File: config.mk
export PLATFORM = sky130hd
export DESIGN_NAME = kl8e_rx
export DESIGN_NICKNAME = d
export VERILOG_FILES = /design/src/rtl/kl8e_rx.sv
export SDC_FILE = /design/constraint.sdc
export NUM_CORES = 1
export LEC_CHECK = 0
export CAP_MARGIN = 10
export CORE_UTILIZATION = 50
export DETAILED_ROUTE_END_ITERATION = 8
export PLACE_DENSITY = 0.7
export SKIP_LAST_GASP = 1
export SLEW_MARGIN = 0
export SYNTH_ARGS = -nofsm -noshare
export SYNTH_HDL_FRONTEND = slang
export SYNTH_SLANG_ARGS = --single-unit
File: constraint.sdc
create_clock -name clk -period 2.5 [get_ports clk]
set_clock_uncertainty 0.05 [all_clocks]
set_input_delay 0.25 -clock clk [delete_from_list [all_inputs] [get_ports clk]]
set_output_delay 0.25 -clock clk [all_outputs]
set_load 0.05 [all_outputs]
File: src/rtl/kl8e_rx.sv
// Console keyboard receiver: deserializes 8N1 frames from rx into a character
// register and drives the keyboard flag used by the KSF/KRB/KCC IOT handshake.
module kl8e_rx #(
  parameter int clock_frequency = 12000000,
  parameter int baud_rate       = 9600,
  parameter int CLKS_PER_BIT    = clock_frequency / baud_rate
) (
  input  logic       clk,
  input  logic       resetn,
  input  logic       rx,
  input  logic       clear_flag,
  output logic [0:7] rx_data,
  output logic       rx_flag,
  output logic       framing_err,
  output logic       overrun,
  output logic       busy
);

  localparam int CNT_W = $clog2(CLKS_PER_BIT + 1);
  localparam logic [CNT_W-1:0] FULL_BIT = CNT_W'(CLKS_PER_BIT);
  localparam logic [CNT_W-1:0] HALF_BIT = CNT_W'(CLKS_PER_BIT / 2);
  localparam logic [CNT_W-1:0] CNT_ONE  = CNT_W'(1);
  localparam logic [CNT_W-1:0] CNT_ZERO = CNT_W'(0);

  typedef enum logic [1:0] {
    ST_IDLE  = 2'd0,
    ST_START = 2'd1,
    ST_DATA  = 2'd2,
    ST_STOP  = 2'd3
  } state_t;

  state_t           state_r;
  state_t           state_nxt_s;
  logic             rx_meta_r;
  logic             rx_sync_r;
  logic             rx_dly_r;
  logic [1:0]       warm_r;
  logic [CNT_W-1:0] cnt_r;
  logic [2:0]       bit_idx_r;
  logic [0:7]       shift_r;

  logic start_edge_s;
  logic tick_s;
  logic load_half_s;
  logic load_full_s;
  logic shift_en_s;
  logic complete_s;

  // The edge detector stays disarmed until the synchronizer holds real line
  // samples, so a line that is already low when reset lifts is not a start.
  assign start_edge_s = (warm_r == 2'd3) & rx_dly_r & ~rx_sync_r;
  assign tick_s       = (cnt_r == CNT_ONE);

  // Two-flop synchronizer, edge-detect flop and post-reset warm-up count.
  always_ff @(posedge clk or negedge resetn) begin
    if (!resetn) begin
      rx_meta_r <= 1'b1;
      rx_sync_r <= 1'b1;
      rx_dly_r  <= 1'b1;
      warm_r    <= 2'd0;
    end else begin
      rx_meta_r <= rx;
      rx_sync_r <= rx_meta_r;
      rx_dly_r  <= rx_sync_r;
      if (warm_r != 2'd3) begin
        warm_r <= warm_r + 2'd1;
      end
    end
  end

  // Frame state register.
  always_ff @(posedge clk or negedge resetn) begin
    if (!resetn) begin
      state_r <= ST_IDLE;
    end else begin
      state_r <= state_nxt_s;
    end
  end

  // Next-state logic.
  always_comb begin
    state_nxt_s = state_r;
    case (state_r)
      ST_IDLE: begin
        if (start_edge_s) state_nxt_s = ST_START;
        else              state_nxt_s = ST_IDLE;
      end
      ST_START: begin
        if (tick_s) state_nxt_s = rx_sync_r ? ST_IDLE : ST_DATA;
        else        state_nxt_s = ST_START;
      end
      ST_DATA: begin
        if (tick_s && (bit_idx_r == 3'd7)) state_nxt_s = ST_STOP;
        else                               state_nxt_s = ST_DATA;
      end
      ST_STOP: begin
        if (tick_s) state_nxt_s = ST_IDLE;
        else        state_nxt_s = ST_STOP;
      end
      default: state_nxt_s = ST_IDLE;
    endcase
  end

  // Per-state datapath strobes.
  always_comb begin
    load_half_s = 1'b0;
    load_full_s = 1'b0;
    shift_en_s  = 1'b0;
    complete_s  = 1'b0;
    case (state_r)
      ST_IDLE: begin
        if (start_edge_s) load_half_s = 1'b1;
        else              load_half_s = 1'b0;
      end
      ST_START: begin
        if (tick_s && !rx_sync_r) load_full_s = 1'b1;
        else                      load_full_s = 1'b0;
      end
      ST_DATA: begin
        if (tick_s) begin
          shift_en_s  = 1'b1;
          load_full_s = 1'b1;
        end else begin
          shift_en_s  = 1'b0;
          load_full_s = 1'b0;
        end
      end
      ST_STOP: begin
        if (tick_s) complete_s = 1'b1;
        else        complete_s = 1'b0;
      end
      default: complete_s = 1'b0;
    endcase
  end

  // Baud counter, bit index and shift register; expiry is the cycle at count 1.
  always_ff @(posedge clk or negedge resetn) begin
    if (!resetn) begin
      cnt_r     <= CNT_ZERO;
      bit_idx_r <= 3'd0;
      shift_r   <= 8'h00;
    end else begin
      if (load_half_s)          cnt_r <= HALF_BIT;
      else if (load_full_s)     cnt_r <= FULL_BIT;
      else if (cnt_r != CNT_ZERO) cnt_r <= cnt_r - CNT_ONE;
      else                      cnt_r <= cnt_r;

      if (state_r == ST_START) bit_idx_r <= 3'd0;
      else if (shift_en_s)     bit_idx_r <= bit_idx_r + 3'd1;
      else                     bit_idx_r <= bit_idx_r;

      // First wire bit ends up in index 7, the LSB.
      if (shift_en_s) shift_r <= {rx_sync_r, shift_r[0:6]};
      else            shift_r <= shift_r;
    end
  end

  // Registered outputs; on a completion that coincides with clear_flag the
  // flag is treated as cleared first, so it sets again without an overrun.
  always_ff @(posedge clk or negedge resetn) begin
    if (!resetn) begin
      rx_data     <= 8'h00;
      rx_flag     <= 1'b0;
      framing_err <= 1'b0;
      overrun     <= 1'b0;
      busy        <= 1'b0;
    end else begin
      busy <= (state_nxt_s != ST_IDLE);
      if (complete_s) begin
        rx_data     <= shift_r;
        framing_err <= ~rx_sync_r;
        overrun     <= rx_flag & ~clear_flag;
        rx_flag     <= 1'b1;
      end else if (clear_flag) begin
        rx_flag <= 1'b0;
        overrun <= 1'b0;
      end else begin
        rx_flag <= rx_flag;
        overrun <= overrun;
      end
    end
  end

endmodule

Word-level counts from Yosys, hierarchy flattened
Index checks and enable logic that the tools add are counted.
Word-level totals
  flip-flop bits (word level): 41
  latch bits: 0
  bits in writable memories: 0
  memory bits (read-only): 0
  bits of input ports: 4
  output and inout bits: 12
  logic and storage cells: 58
  memories: 0
Cells by class
  add/sub/neg operators: 3
  $mul: 0
  divide/modulo/power cells: 0
  $lt $le $gt $ge: 0
  equality and inequality tests: 7
  shifts and indexed selects: 0
  muxes and demuxes: 21
  bitwise operators: 5
  reduce and logical (&&, ||, !) cells: 9
Operator list (number)
  $mux 11: 3
  $eq 11x1->1 const B: 1
  $mux 1: 11
  $reduce_bool 11->1: 1
  $sub 11x1->11 const B: 1
  $pmux 2 s4: 1
  $eq 2x2->1 const B: 3
  $mux 2: 3
  $mux 3: 2
  $reduce_bool 2->1: 3
  $add 3x1->3 const B: 1
  $and 1x1->1: 3
  $eq 3x3->1 const B: 1
  $reduce_bool 3->1: 1
  $add 2x1->2 const B: 1
  $eq 2x1->1 const B: 1
  $logic_and 1x1->1: 2
  $logic_not 2->1: 1
  $ne 2x2->1 const B: 1
  $not 1->1: 2
  $pmux 1 s2: 1
  $logic_not 1->1: 1

Logic depth before layout (Yosys ltp)
Gate-level depths: netlist (run 1).
  depth after elaboration: 6
  gate-level depth with buffers: 7
  gate-level depth less buffers: 6

Worst setup path after synthesis (run 1)
Ideal clock, no wire load.
  path kind: reg2reg
  start point: register state_r[1]
  end point: register cnt_r[5]
  setup time: 0.136 ns
  arrival time: 1.628 ns
  required time: 2.314 ns
  setup slack: 0.685 ns
  stages on the path, launching flop included: 7
  path buffers: 0
  cell sequence: dfrtp_1 inv_1 ha_1 nor2b_1 o21ai_0 o21ai_0 or3b_2
Between the ends
  cells in the longest elaborated chain, start to end: 4
  elaborated cells on any way between the ends: 8
  those cells by class: eq/ne: 2; mux: 4; reduce/logical: 2
RTL lines
  start, declared: RTL line 32  | state_t state_r;
  start signal, assigned: RTL line 76  | state_r <= state_nxt_s;
  $eq 2x2->1 / $eq 2x1->1 (equally long branches): RTL line 110  | case (state_r)
  $pmux 1 s2: RTL line 110
  $mux 11: RTL line 144  | else if (load_full_s) cnt_r <= FULL_BIT;
  $mux 11: RTL line 143  | if (load_half_s) cnt_r <= HALF_BIT;
  end signal, assigned: RTL line 145  | else if (cnt_r != CNT_ZERO) cnt_r <= cnt_r - CNT_ONE;
  end signal, assigned: RTL line 146  | else cnt_r <= cnt_r;
  end, declared: RTL line 38  | logic [CNT_W-1:0] cnt_r;
Several ways; a longest one is shown, not always the timed one.
A chain may end at the register's enable or synchronous reset.

Final worst setup path (run 1)
  start point: register cnt_r[6]
  end point: register cnt_r[0]
Between the ends
  cells in the longest elaborated chain, start to end: 6
  elaborated cells on any way between the ends: 9
  those cells by class: eq/ne: 1; mux: 5; reduce/logical: 3
RTL lines
  $eq 11x1->1: RTL line 52  | assign tick_s = (cnt_r == CNT_ONE);
  $logic_and 1x1->1: RTL line 116  | if (tick_s && !rx_sync_r) load_full_s = 1'b1;
  $mux 1: RTL line 116
  $pmux 1 s2: RTL line 110
  $mux 11: RTL line 144
  $mux 11: RTL line 143
Several ways; a longest one is shown, not always the timed one.

==> impl_metrics.tcl, run 1 <==
set metrics [dict create \
    outcome "completed" \
    post-route-min-period_ps 2095 \
    clock_buffer_depth 2 \
    grt_start_max_net_pins 42 \
    power.density_nw_per_um2 820.7 \
    dr.pass1.iters 4 \
    worst-endpoint-required_ps 2630 \
    syn_to_final_growth_pct 17.69 \
    cts-htree-levels 2 \
    grt_first_pass_wirelength_mm 6.037 \
    hp-class "input port to async pin" \
    ctsHoldBuffers 0 \
    count_of_clock_tree_sinks 41 \
    place_area_sq_um 2152 \
    cts_tree "built" \
    final_layout_size_suffix_gt1_frac 0.2295 \
    number_of_global_route_vias_before_repair 1309 \
    post_drt_via_cell_ratio 5.528 \
    synth-warning-count 0 \
    synth-seq-cells 41 \
    rsz0062_at_grt "no" \
    detailedRoute.firstIterationViolations 70 \
    fmax_ghz 0.4773 \
    finalWeightedCongestion 0.8728 \
    num_rows 22 \
    fp.dieW_um 64.38 \
    post_synth_inst_count 161 \
    design_area_sq_um 2290 \
    finalCritPeriodShare 0.8380 \
    cts_setup_buffers 0 \
    irDropWorstVdd_v 0.0004556 \
    ranking_of_synthesized_cells_by_area "sky130_fd_sc_hd__dfrtp_1 49%, sky130_fd_sc_hd__mux2_2 10%, sky130_fd_sc_hd__ha_1 7.1%" \
    setup-violations-final 0 \
    synth_top_flop_cell "sky130_fd_sc_hd__dfrtp_1" \
    antenna_found_initial 0 \
    endpoint_kind "register" \
    total_die_area_sq_um 4145 \
    antenna_violating_nets_post_route 0 \
    overflow 0 \
    sum_neg_setup_slack_ps 0 \
    routedWlPerCell_um 14.89 \
    fp.dieH_um 64.38 \
    slew_headroom 0.4133 \
    vias 1277 \
    netlist_area_sq_um 1946 \
    drt_drc_violations_left 0 \
    timing.final.hold_violations 0 \
    design.core.area_sq_um 3689 \
    async_reset_ff_frac 1.000 \
    synth-seq-area-share 0.5293 \
    fin_nets 197 \
    drt_wl_total_mm 3.440 \
    max_capacitance_violation_total 0 \
    crit_path_arrival_time_ps 2220 \
    num_antenna_cells 0 \
    static-leakage-power_uw 0.001067 \
    category_of_the_most_critical_setup_path "register to register" \
    clockRootBuffer "sky130_fd_sc_hd__clkbuf_8" \
    synth_area_leader_cell "sky130_fd_sc_hd__dfrtp_1" \
    place.port_buffers 15 \
    boundaryPins 16 \
    synth_enable_flop_cells 0 \
    final_max_slew_viol_count 0 \
    numCtsBuffers 5 \
    pin_slew_with_the_least_headroom_to_its_limit_ps 880.1 \
    worst-path-max-fanout 9 \
    globalRouteTotalUtil 0.1970 \
    yosysUniqueCellTypes 40 \
    clkSlewWorstSetupHoldPaths_ps 80 \
    synth.top_cell.area_share 0.4887 \
    worstSkewPairLatency_ps 290 \
    synthesis.nets 176 \
    synth_area_per_cell_sq_um 12.08 \
    initial_utilization 0.5275 \
    cts_resizes 0 \
    crit_path_start_kind "register" \
    detailed_place_hpwl_mm 2.511 \
]
-- cell type report --
class | instances | area [sq um]
inverter | 9 | 33.78
tap | 48 | 60.06
timing repair buffer | 17 | 160.2
fill | 309 | 1399
sequential | 41 | 1030
clock buffer | 5 | 68.82
clock inverter | 3 | 68.82
multi-input combinational | 108 | 868.3
-- Yosys cell counts, types with 2 or more instances --
cell	instances
sky130_fd_sc_hd__mux2_2	18
sky130_fd_sc_hd__nor2b_1	4
sky130_fd_sc_hd__o31a_1	2
sky130_fd_sc_hd__a21oi_1	4
sky130_fd_sc_hd__ha_1	11
sky130_fd_sc_hd__dfrtp_1	38
sky130_fd_sc_hd__or2_2	3
sky130_fd_sc_hd__dfstp_2	3
sky130_fd_sc_hd__mux2i_1	6
sky130_fd_sc_hd__or3_1	2
sky130_fd_sc_hd__nor4_1	2
sky130_fd_sc_hd__nand2_1	4
sky130_fd_sc_hd__o21ai_0	8
sky130_fd_sc_hd__inv_1	9
sky130_fd_sc_hd__nand4_1	4
sky130_fd_sc_hd__nor2_1	12
sky130_fd_sc_hd__xnor2_1	5
sky130_fd_sc_hd__a21boi_0	3
sky130_fd_sc_hd__buf_2	2
-- metal layers --
metal	wire (um)	GRT usage
met2	1670	0.3066
met5	0	0
met1	1533	0.2430
met4	82	0.1056
met3	152	0.06250
-- report_power, final --
part | internal [uW] | total (uW) | switching, uW
Sequential | 735 | 813 | 78.1
Combinational | 182 | 431 | 249
Clock | 402 | 635 | 234
-- per-stage QoR --
stage | util | std cells | hold slack (ps) | setup slack, ps | total power [uW]
2_1_floorplan | - | 161 | -95.59 | 685.4 | 1138
3_3_place_gp | 0.5834 | 223 | 296.3 | 544.7 | 1238
3_5_place_dp | 0.5834 | 223 | 299.0 | 442.3 | 1257
4_1_cts | 0.6208 | 231 | 38.60 | 433.3 | 1900
5_1_grt | 0.6208 | 231 | 96.94 | 257.1 | 1990
6_report | 0.6208 | 231 | 18.26 | 404.9 | 1879
-- cells in the final DEF (no fill, tap or decap), types with 2 or more instances in the layout --
master | netlist | routed
sky130_fd_sc_hd__a21boi_0 | 3 | 3
sky130_fd_sc_hd__a21oi_1 | 4 | 4
sky130_fd_sc_hd__buf_4 | 0 | 2
sky130_fd_sc_hd__bufinv_16 | 0 | 2
sky130_fd_sc_hd__clkbuf_8 | 0 | 5
sky130_fd_sc_hd__clkdlybuf4s50_1 | 0 | 14
sky130_fd_sc_hd__dfrtp_1 | 38 | 38
sky130_fd_sc_hd__dfstp_2 | 3 | 3
sky130_fd_sc_hd__ha_1 | 11 | 11
sky130_fd_sc_hd__inv_1 | 9 | 9
sky130_fd_sc_hd__mux2_2 | 18 | 18
sky130_fd_sc_hd__mux2i_1 | 6 | 6
sky130_fd_sc_hd__nand2_1 | 4 | 4
sky130_fd_sc_hd__nand4_1 | 4 | 4
sky130_fd_sc_hd__nor2_1 | 12 | 12
sky130_fd_sc_hd__nor2b_1 | 4 | 4
sky130_fd_sc_hd__nor4_1 | 2 | 2
sky130_fd_sc_hd__o21ai_0 | 8 | 8
sky130_fd_sc_hd__o31a_1 | 2 | 2
sky130_fd_sc_hd__or2_2 | 3 | 3
sky130_fd_sc_hd__or3_1 | 2 | 2
sky130_fd_sc_hd__xnor2_1 | 5 | 5
-- kinds of logic after synthesis --
group,share of synthesized area
AO/OA/AOI/OAI,0.07975
XOR/XNOR,0.02701
adder cells (fa/ha/maj),0.07074
buffers and inverters,0.02443
flip-flops,0.5293
multiplexers,0.1350
AND/OR/NAND/NOR,0.1338
-- path summary, 6_finish.rpt --
| check | cells after the start | slack, ps | startpoint | endpoint |
|---|---|---|---|---|
| worst max register to register | 4 | 400 | cnt_r[6] | cnt_r[0] |
| worst min-delay path | 1 | 20 | resetn | cnt_r[7] |
| worst min register to register | 0 | 310 | rx_meta_r | rx_sync_r |
| worst max-delay path | 4 | 400 | cnt_r[6] | cnt_r[0] |
| min in group clk | 1 | 300 | rx | rx_meta_r |
| max in group asynchronous | 1 | 1840 | resetn | state_r[1] |
-- registers in the layout, summed over array words and instances, names as in the netlist, 2 cells and up --
| register | cells |
|---|---|
| state_r | 2 |
| bit_idx_r | 3 |
| cnt_r | 11 |
| warm_r | 2 |
| shift_r | 8 |
| rx_data | 8 |
-- worst max-delay path, cell delays in order, from the launching register on --
cell and delay (ps):
sky130_fd_sc_hd__dfrtp_1 470, sky130_fd_sc_hd__nor4_4 550, sky130_fd_sc_hd__nand4b_1 260, sky130_fd_sc_hd__or3_1 500, sky130_fd_sc_hd__a21boi_0 160
Note: power is estimated with default switching activity, not from simulation.
==> run 2: changes to the inputs <==
==> constraint.sdc (replaced) <==
create_clock -name clk -period 2.1 [get_ports clk]
set_clock_uncertainty 0.05 [all_clocks]
set_input_delay 0.21 -clock clk [delete_from_list [all_inputs] [get_ports clk]]
set_output_delay 0.21 -clock clk [all_outputs]
set_load 0.05 [all_outputs]
==> run 2 against run 1 <==
Net effect:
- the flow now finishes with violations (negative hold slack)
- total power rose by 6.3%
- clock-buffer cell count did not move
- global-route usage rose by 0.35 points
- register-to-register slack got worse by 260 ps
- sequential cell count did not move
- critical path depth rose by 2
- core utilization fell by 0.64 points
- worst setup slack got worse by 260 ps
- largest power group unchanged
==> impl_metrics.tcl, run 2 (same netlist as run 1, synthesis figures left out) <==
set metrics [dict create \
    outcome "finished with violations" \
    violations_in_the_final_reports "negative hold slack" \
    reg2reg_from "cnt_r[0]" \
    boundaryPins 16 \
    routedWlPerCell_um 14.80 \
    layout_commonest_cell "sky130_fd_sc_hd__dfrtp_1" \
    crit_path_start_kind "register" \
    fin_nets 200 \
    fmax_ghz 0.5106 \
    mostFrequentLayoutCells "38 x sky130_fd_sc_hd__dfrtp_1, 18 x sky130_fd_sc_hd__mux2_2, 14 x sky130_fd_sc_hd__clkdlybuf4s50_1" \
    rr_worst_depth 6 \
    detailed_place_hpwl_mm 2.431 \
    grt_first_pass_wirelength_mm 6.120 \
    critical_path.cell_chain "inv_1, ha_1, nor2b_1, a21oi_1, or4b_2, a21oi_1" \
    total_die_area_sq_um 4145 \
    critical_path.most_common_cell "sky130_fd_sc_hd__a21oi_1" \
    drt_drc_violations_left 0 \
    rsz0062_at_grt "no" \
    critical-path-max-stage-delay_ps 600 \
    clock_power_share 0.248 \
    count_of_clock_tree_sinks 41 \
    category_of_the_most_critical_setup_path "register to register" \
    timing.final.hold_violations 38 \
    post-route-min-period_ps 1958 \
    largest_register_ffs 11 \
    worstSkewPairLatency_ps 290 \
    clock_buffer_depth 2 \
    final_max_slew_viol_count 0 \
    setup.reg_to_reg.worst_slack_ps 140 \
    power_switching_uw 665.8 \
    top_register "cnt_r" \
    num_rows 22 \
    antenna_violating_nets_post_route 0 \
    syn_to_final_growth_pct 16.46 \
    clkSlewWorstSetupHoldPaths_ps 80 \
    globalRouteTotalUtil 0.2005 \
    worstPathBufferInverterCount 1 \
    n_fill_cell 312 \
    max_capacitance_violation_total 0 \
    top_regs "cnt_r (11), rx_data (8), shift_r (8)" \
    pin_slew_with_the_least_headroom_to_its_limit_ps 863.7 \
    sum_neg_setup_slack_ps 0 \
    slew_headroom 0.4242 \
    num_antenna_cells 0 \
    post_drt_via_cell_ratio 5.547 \
    fp.dieW_um 64.38 \
    clockRootBuffer "sky130_fd_sc_hd__clkbuf_8" \
    power.density_nw_per_um2 881.2 \
    final_layout_size_suffix_gt1_frac 0.2473 \
    worst_path_dominant_cell_family "simple AND/OR/NAND/NOR gates" \
    fp.dieH_um 64.38 \
    cts_tree "built" \
    critPathSlowestCell "sky130_fd_sc_hd__or4b_2" \
    path_depth 6 \
    hold-worst-slack_ps -23.28 \
    initial_utilization 0.5275 \
    number_of_global_route_vias_before_repair 1388 \
    overflow 0 \
    static-leakage-power_uw 0.001058 \
    cts-htree-levels 2 \
    irDropWorstVdd_v 0.0005781 \
    endpoint_kind "register" \
    dr.pass1.iters 4 \
    grt_start_max_net_pins 42 \
    detailedRoute.firstIterationViolations 66 \
    setup-violations-final 0 \
    switching_part_of_the_total_power 0.3334 \
    worst-endpoint-required_ps 2270 \
    antenna_found_initial 0 \
    hp-class "input port to async pin" \
    place_worst_setup_slack_ps 151.4 \
    sequentialPowerShare 0.487 \
    crit_path_arrival_time_ps 2120 \
    final_critical_path_setup_slack_ps 141.7 \
    pwr-share-comb 0.266 \
    rr_endpoint "cnt_r[8]" \
    numCtsBuffers 5 \
    internal_power_uw 1331 \
    finalCritPeriodShare 0.9325 \
    worst-path-max-fanout 5 \
    place.port_buffers 15 \
    design.core.area_sq_um 3689 \
    drt_wl_total_mm 3.464 \
    ctsHoldBuffers 0 \
    vias 1298 \
    finalWeightedCongestion 0.9031 \
]
## run 2: worst max-delay path by stage
stage                          end  slack, ps        from
final                     cnt_r[8]        140    cnt_r[0]
after floorplan           cnt_r[5]        290  state_r[1]
after global routing      cnt_r[5]         20  state_r[1]
after detailed placement  cnt_r[5]        150  state_r[1]
after global placement    cnt_r[0]        200    cnt_r[6]
after CTS                 cnt_r[8]        140    cnt_r[0]
## run 2: final cells by class
type / instances / area [sq um] / share of cell area
multi-input combinational: 108 / 873.3 / 0.3854
clock inverter: 3 / 17.52 / 0.007731
clock buffer: 5 / 68.82 / 0.03037
timing repair buffer: 20 / 182.7 / 0.08062
tap: 48 / 60.06 / 0.02650
sequential: 41 / 1030 / 0.4544
inverter: 9 / 33.78 / 0.01491
## run 2: timing repair
item,4_1_cts,5_1_grt
setup endpoints to repair,0,3
gates resized for setup,0,2
buffers inserted,0,0
## run 2: stage by stage
step	cells	utilization	area, sq um	hold slack (ps)	power, uW
5_1_grt	234	0.6143	2266	64.02	2134
3_5_place_dp	226	0.5896	2175	297.5	1513
3_3_place_gp	226	0.5896	2175	296.4	1489
4_1_cts	234	0.6130	2261	4.379	2020
2_1_floorplan	161	-	1946	-135.6	1355
6_report	234	0.6143	2266	-23.28	1997
## run 2: power groups by stage
| stage | combinational [uW] | clock (uW) | sequential (uW) |
|---|---|---|---|
| 2_1_floorplan | 361 | 0 | 994 |
| 3_3_place_gp | 511 | 0 | 977 |
| 3_5_place_dp | 525 | 0 | 988 |
| 4_1_cts | 529 | 521 | 970 |
| 5_1_grt | 599 | 547 | 988 |
| 6_report | 530 | 494 | 972 |
## run 2: per-layer routing
metal,up-vias,share of wire,track usage
met4,0,0.033,0.1389
met2,33,0.49,0.3250
met3,12,0.050,0.06071
met1,635,0.43,0.2242
met5,-,0,0
li1,618,-,-
==> run 3: changes to the inputs <==
--- a/config.mk
+++ b/config.mk
@@ -7,6 +7,7 @@
 export LEC_CHECK = 0
 export CAP_MARGIN = 10
 export CORE_UTILIZATION = 50
+export CTS_BUF_LIST = sky130_fd_sc_hd__clkbuf_8
 export DETAILED_ROUTE_END_ITERATION = 8
 export PLACE_DENSITY = 0.7
 export SKIP_LAST_GASP = 1
==> constraint.sdc (replaced) <==
create_clock -name clk -period 2.1 [get_ports clk]
set_clock_uncertainty 0.05 [all_clocks]
set_input_delay 0.21 -clock clk [delete_from_list [all_inputs] [get_ports clk]]
set_output_delay 0.21 -clock clk [all_outputs]
set_load 0.01 [all_outputs]
==> results of run 3 <==
Same layout as run 2 (identical final DEF). Status: finished with violations: negative hold slack.
Main changes from that run: total power 1997 uW -> 1967 uW
